**config.mk**
```make
export PLATFORM = sky130hd
export DESIGN_NAME = gf2_digit_serial_mul
export DESIGN_NICKNAME = d
export VERILOG_FILES = /design/src/rtl/gf2_digit_serial_mul.sv
export SDC_FILE = /design/constraint.sdc
export NUM_CORES = 2
export LEC_CHECK = 0
export ABC_AREA = 1
export BUFFER_PORTS_ARGS = -buffer_cell sky130_fd_sc_hd__buf_4
export CAP_MARGIN = 20
export CORE_MARGIN = 2
export CORE_UTILIZATION = 40
export DETAILED_ROUTE_END_ITERATION = 10
export SYNTH_ARGS = -nofsm -noshare
export SYNTH_HDL_FRONTEND = slang
export SYNTH_SLANG_ARGS = --single-unit
```
**constraint.sdc**
```tcl
create_clock -name clk -period 9.43 [get_ports clk]
set_clock_uncertainty 0.1 [all_clocks]
set_input_delay 1.4145 -clock clk [delete_from_list [all_inputs] [get_ports clk]]
set_output_delay 1.4145 -clock clk [all_outputs]
set_load 0.01 [all_outputs]
```
**src/rtl/gf2_digit_serial_mul.sv**
```systemverilog
// Digit-serial carry-less multiplier over GF(2)[x]: c = a*b, D bits of a per cycle, MSB digit first.
// Optional build macro GF2_MUL_ACC_EN adds port acc_en, which selects c = a*b XOR previous c.
module gf2_digit_serial_mul #(
    parameter int AW = 41,
    parameter int M  = 163,
    parameter int D  = 8
) (
    input  logic                clk,
    input  logic                rst_n,
    input  logic                in_valid,
    output logic                in_ready,
    input  logic [AW-1:0]       a,
    input  logic [M-1:0]        b,
`ifdef GF2_MUL_ACC_EN
    input  logic                acc_en,
`endif
    output logic                out_valid,
    input  logic                out_ready,
    output logic [AW+M-2:0]     c,
    output logic                busy
);

    localparam int N     = (AW + D - 1) / D;
    localparam int PW    = N * D;
    localparam int ACW   = PW + M - 1;
    localparam int CW    = AW + M - 1;
    localparam int PPW   = D + M - 1;
    localparam int CNT_W = (N > 1) ? $clog2(N) : 1;

    typedef enum logic [1:0] {
        S_IDLE,
        S_RUN,
        S_DONE
    } state_t;

    state_t            r_state;
    state_t            w_state_nxt;

    logic [PW-1:0]     r_a;
    logic [M-1:0]      r_b;
    logic [ACW-1:0]    r_acc;
    logic [CNT_W-1:0]  r_cnt;
    logic              r_drain;
    logic [CW-1:0]     r_c;

    logic              w_accept;
    logic [D-1:0]      w_digit;
    logic [PPW-1:0]    w_pp;
    logic [CW-1:0]     w_result;

    assign w_accept = in_valid && in_ready;
    assign w_digit  = r_a[PW-1 -: D];
    assign c        = r_c;

`ifdef GF2_MUL_ACC_EN
    logic r_acc_en;
    assign w_result = r_acc_en ? (r_acc[CW-1:0] ^ r_c) : r_acc[CW-1:0];
`else
    assign w_result = r_acc[CW-1:0];
`endif

    // NOTE: every variable written here gets its default first, so no path can infer a latch.
    always_comb begin
        w_state_nxt = r_state;
        in_ready    = 1'b0;
        out_valid   = 1'b0;
        busy        = 1'b0;
        case (r_state)
            S_IDLE: begin
                in_ready = 1'b1;
                if (in_valid) w_state_nxt = S_RUN;
            end
            S_RUN: begin
                busy = 1'b1;
                if (r_drain) w_state_nxt = S_DONE;
            end
            S_DONE: begin
                out_valid = 1'b1;
                busy      = 1'b1;
                if (out_ready) w_state_nxt = S_IDLE;
            end
            default: w_state_nxt = S_IDLE;
        endcase
    end

    // Carry-less digit x b: shifted copies of b XORed together.
    always_comb begin
        w_pp = '0;
        for (int i = 0; i < D; i++) begin
            if (w_digit[i]) w_pp = w_pp ^ (PPW'(r_b) << i);
        end
    end

    // NOTE: sequential state uses non-blocking assignments so every flop samples pre-edge values.
    always_ff @(posedge clk or negedge rst_n) begin
        if (!rst_n) r_state <= S_IDLE;
        else        r_state <= w_state_nxt;
    end

    always_ff @(posedge clk or negedge rst_n) begin
        if (!rst_n) begin
            r_acc   <= '0;
            r_cnt   <= '0;
            r_drain <= 1'b0;
            r_c     <= '0;
`ifdef GF2_MUL_ACC_EN
            r_acc_en <= 1'b0;
`endif
        end else if (w_accept) begin
            r_acc   <= '0;
            r_cnt   <= CNT_W'(N - 1);
            r_drain <= 1'b0;
`ifdef GF2_MUL_ACC_EN
            r_acc_en <= acc_en;
`endif
        end else if (r_state == S_RUN) begin
            if (r_drain) begin
                // Padding digits are zero, so nothing can land above the product width.
                assert ((r_acc >> CW) == '0);
                r_c     <= w_result;
                r_drain <= 1'b0;
            end else begin
                r_acc <= (r_acc << D) ^ ACW'(w_pp);
                if (r_cnt == '0) r_drain <= 1'b1;
                else             r_cnt   <= r_cnt - 1'b1;
            end
        end
    end

    // NOTE: operand registers are always loaded before use, so they carry no reset.
    always_ff @(posedge clk) begin
        if (w_accept) begin
            r_a <= PW'(a);
            r_b <= b;
        end else if (r_state == S_RUN && !r_drain) begin
            r_a <= r_a << D;
        end
    end

endmodule

```
### After elaboration in Yosys (flattened, before gate mapping)

Index checks and enable logic that the tools add are counted.

| word-level totals | value |
|---|---|
| word-level logic and storage cells | 65 |
| register bits after elaboration | 623 |
| bits of input ports | 208 |

| cells by class | value |
|---|---|
| add/sub/neg operators | 1 |
| equality and inequality tests | 7 |
| reduce and logical (&&, ||, !) cells | 12 |
| multiplexer cells | 28 |
| bitwise operators | 9 |

Operators with widths:

| cell | number |
|---|---|
| $mux W170 | 7 |
| $mux W203 | 3 |
| $xor A203 B170 Y203 | 1 |
| $xor A170 B164 Y170 | 1 |
| $xor A170 B165 Y170 | 1 |
| $xor A170 B166 Y170 | 1 |
| $xor A170 B167 Y170 | 1 |
| $xor A170 B168 Y170 | 1 |
| $xor A170 B169 Y170 | 1 |
| $xor A170 B170 Y170 | 1 |
| $mux W163 | 1 |
| $mux W41 | 2 |
| $mux W3 | 4 |
| $reduce_and A3 Y1 | 3 |
| $ne A2 B2 Y1 const B | 4 |
| $mux W1 | 7 |
| $mux W2 | 3 |
| $pmux W2 S3 | 1 |
| $reduce_bool A2 Y1 | 2 |
| $logic_not A3 Y1 | 1 |
| $sub A3 B1 Y3 const B | 1 |
| $eq A2 B1 Y1 const B | 1 |
| $eq A2 B2 Y1 const B | 1 |
| $logic_and A1 B1 Y1 | 2 |
| 6 further kinds | 6 |

### Logic depth before layout (Yosys ltp)

| logic depth | value |
|---|---|
| depth after elaboration | 19 |
| depth in mapped cells | 14 |
| mapped depth without buffers | 11 |

### Worst setup path after synthesis

No wires, ideal clock.

| timing path | value |
|---|---|
| path kind | input -> register |
| start | input port in_valid |
| end | register r_b[0], enable pin |
| data required time | 8.740 ns |
| cell stages on the path | 4 |
| path slack | 2.281 ns |
| arrival time | 6.458 ns |
| buffers on the path | 2 |
| cells stage by stage | nand2_1 inv_1 buf_2 buf_1 |

| on the way | value |
|---|---|
| word-level cells in the longest chain between the ends | 1 |

RTL lines:

| item | line | RTL |
|---|---|---|
| start: declaration | 10 | `input logic in_valid,` |
| $logic_and A1 B1 Y1 | 51 | `assign w_accept = in_valid && in_ready;` |
| via w_accept | 46 | `logic w_accept;` |
| end signal: assignment | 134 | `r_b <= b;` |
| end: declaration | 40 | `logic [M-1:0] r_b;` |

The timed path passes the listed nets, and every way through them passes these cells.
A chain may end at the register's enable or synchronous reset.

### Final worst setup path

| timing path | value |
|---|---|
| start | input port in_valid |
| end | register r_c[130], in the netlist c[130] |

| on the way | value |
|---|---|
| word-level cells in the longest chain between the ends | 3 |

RTL lines:

| item | line | RTL |
|---|---|---|
| $logic_and A1 B1 Y1 | 51 |  |
| $not A1 Y1 (no source line) | - |  |
| $reduce_and A3 Y1 (no source line) | - |  |
| end signal: assignment | 120 | `r_c <= w_result;` |
| end: declaration | 44 | `logic [CW-1:0] r_c;` |

No other way between the ends.

==> impl_metrics.env <==
export IMPL_grt_overflow=0
export IMPL_grt_pass1_vias=41700
export IMPL_totalWireLength_um=143000
export IMPL_clock_latency_ns=0.65
export IMPL_tns_ns=0
export IMPL_crit_start="in_valid"
export IMPL_routabilityCongestion=0.827
export IMPL_synth_seq_cells=623
export IMPL_synthFlopType="dfrtp_1"
export IMPL_cp_data_required_time_ns=9.82
export IMPL_initialDrtViolationCount=3338
export IMPL_p_leak_nw=26.8
export IMPL_grt_first_pass_wirelength_um=227000
export IMPL_final_cell_mix="nand2_1, inv_1, nand3_1"
export IMPL_synth_cell_types=27
export IMPL_layout_commonest_cell="nand2_1"
export IMPL_syn_inst=7413
export IMPL_pwr_density_cell_nw_per_um2=321
export IMPL_via_per_inst=4.93
export IMPL_cts_resized=0
export IMPL_dieWidth_um=347
export IMPL_netlist_area_um2=47200
export IMPL_ant_nets=0
export IMPL_peakVddDrop_mv=0.362
export IMPL_grt_antenna_before_repair=8
export IMPL_clkSinkCount=623
export IMPL_grt_max_degree=183
export IMPL_r2r_start="r_state[1]"
export IMPL_core_area_um2=118000
export IMPL_ys_seq_area_share_pct=35.1
export IMPL_synth_edf_count=204
export IMPL_finalSetupViolations=0
export IMPL_syn2layout_area_growth_pct=13.0
export IMPL_cts_buffers=79
export IMPL_io_pins=414
export IMPL_dieHeight_um=347
export IMPL_path_clk_slew_ns=0.06
export IMPL_cts_hold_buf=0
export IMPL_rsz0062_at_grt="no"
export IMPL_fin_crit_sh_pct=43.4
export IMPL_async_reset_ff_share_pct=66.1
export IMPL_min_period_ns=4.09
export IMPL_clock_power_share_pct=18.8
export IMPL_p_seq_share_pct=28.2
export IMPL_arrival_ns=4.49
export IMPL_start_kind="input pin"
export IMPL_htreeDepth=3
export IMPL_grtUsageTotal_pct=23.5
export IMPL_worstMarginPinSlew_ns=1.09
export IMPL_slew_headroom_pct=27.2
export IMPL_drive_above_1_share_pct=7.82
export IMPL_rows=126
export IMPL_cts_root_buf="clkbuf_16"
export IMPL_syn_avg_cell_area_um2=6.37
export IMPL_whs_ns=0.346
export IMPL_hold_viol=0
export IMPL_crit_type="in -> reg"
export IMPL_dieArea_um2=121000
export IMPL_io_buffers=413
export IMPL_fmax_ghz=0.244
export IMPL_cts_tree="built"
export IMPL_cap_violations=0
export IMPL_drt_pass1_iter_count=6
export IMPL_via_count=44800
export IMPL_start_util_pct=40.1
export IMPL_drc=0
export IMPL_fill_cells=11900
export IMPL_finalNetCount=7704
export IMPL_status="finished, final reports clean"
export IMPL_clk_path_buf_depth=3
export IMPL_hold_start="r_a[33]"
export IMPL_endpoint_kind="flip-flop"
export IMPL_crit_fanout=105
export IMPL_yosysWarnings=0
export IMPL_slew_violations=0
export IMPL_post_cts_buffers=0
export IMPL_hpwlAfterDp_um=91200
export IMPL_p_sw_share_pct=47.8
export IMPL_synthesis_nets=7626
export IMPL_p_int_mw=8.94
export IMPL_switchingPower_mw=8.18
export IMPL_holdCritPathClass="reg -> reg"
export IMPL_routedWlPerCell_um=15.7
export IMPL_p_comb_share_pct=53.0
## cell families (layout without fill, tap and decap cells)
kind of cell	Yosys count	in the layout	synth area share, %
simple gates	4502	4502	38.4
xor+xnor	615	615	11.4
compound gates	266	266	3.00
mux	3	3	0.0716
buf+inv	1399	1543	11.8
flops	623	623	35.1
fa+ha+maj	5	5	0.133
other cells	0	4	0
## worst max-delay path, stage by stage
cell     delay (ns)
buf_4          0.08
nand2_1        0.04
buf_4          0.27
nand3_4        0.66
buf_4          0.83
buf_4          0.82
o21ai_0        0.19
## registers in the layout (all words and copies together) (netlist names)
| register | cells |
|---|---|
| r_state | 2 |
| r_a | 48 |
| r_drain | 1 |
| c | 203 |
| r_cnt | 3 |
| r_b | 163 |
| r_acc | 203 |
## layout make-up
| class | instances | area (µm²) | area share, % |
|---|---|---|---|
| diodes | 4 | 10.0 | 0.0188 |
| multi-input cells | 5391 | 25000 | 47.0 |
| repair buffers | 443 | 3420 | 6.42 |
| clock inverters | 50 | 558 | 1.05 |
| flip-flops and latches | 623 | 16600 | 31.1 |
| inverters | 953 | 3580 | 6.72 |
| clock buffers | 97 | 2170 | 4.07 |
| well taps | 1536 | 1920 | 3.60 |
## final timing paths
path,to,slack [ns],cells past startpoint
setup / recovery,c[130],5.34,7
hold / removal,r_a[41],0.35,2
setup reg to reg,c[130],5.50,8
hold reg to reg,r_a[41],0.35,2
max in group asynchronous,c[21],7.03,2
min in group asynchronous,r_acc[63],0.73,1
## stage by stage
stage | utilization, % | setup slack [ns] | area (µm²) | total power, mW | instances
global placement | 43.0 | 4.69 | 50600 | 13.7 | 8946
CTS | 45.3 | 5.34 | 53300 | 17.3 | 9093
global route | 45.3 | 4.99 | 53300 | 18.8 | 9097
floorplan | - | 2.28 | 47200 | 11.4 | 7413
finish | 45.3 | 5.34 | 53300 | 17.1 | 9097
detailed placement | 43.0 | 4.64 | 50600 | 14.0 | 8946
## synthesized netlist by cell type, types with 5 or more instances
cell type | count | share of area, %
o22ai_1 | 39 | 0.52
xnor2_1 | 207 | 3.8
inv_1 | 953 | 7.6
a22o_1 | 7 | 0.13
a21oi_1 | 5 | 0.053
clkbuf_1 | 220 | 1.8
dfrtp_1 | 412 | 22
buf_2 | 179 | 1.9
nand3_1 | 802 | 8.5
edfxtp_1 | 204 | 13
nand3b_1 | 34 | 0.54
o21ai_0 | 210 | 2.2
ha_1 | 5 | 0.13
nor2_1 | 15 | 0.12
nand2_1 | 3614 | 29
nand4_1 | 35 | 0.46
buf_4 | 24 | 0.38
xor2_1 | 408 | 7.6
dfxtp_1 | 7 | 0.30
buf_1 | 20 | 0.16
## metal layers
metal | up-vias | global-route usage [%] | part of all wire [%]
met2 | 1136 | 40.2 | 47
met1 | 20800 | 30.5 | 44
met5 | - | 0 | 0
li1 | 22700 | - | -
met3 | 227 | 3.02 | 5.5
met4 | 0 | 7.89 | 3.1
## power by group through the flow
stage,sequential [mW],combinational [mW],clock (mW)
CTS,4.82,9.14,3.30
finish,4.83,9.08,3.21
global route,4.94,10.4,3.40
floorplan,4.32,7.10,0
detailed placement,4.85,9.11,0
global placement,4.86,8.86,0
(Power assumes the default switching activity.)
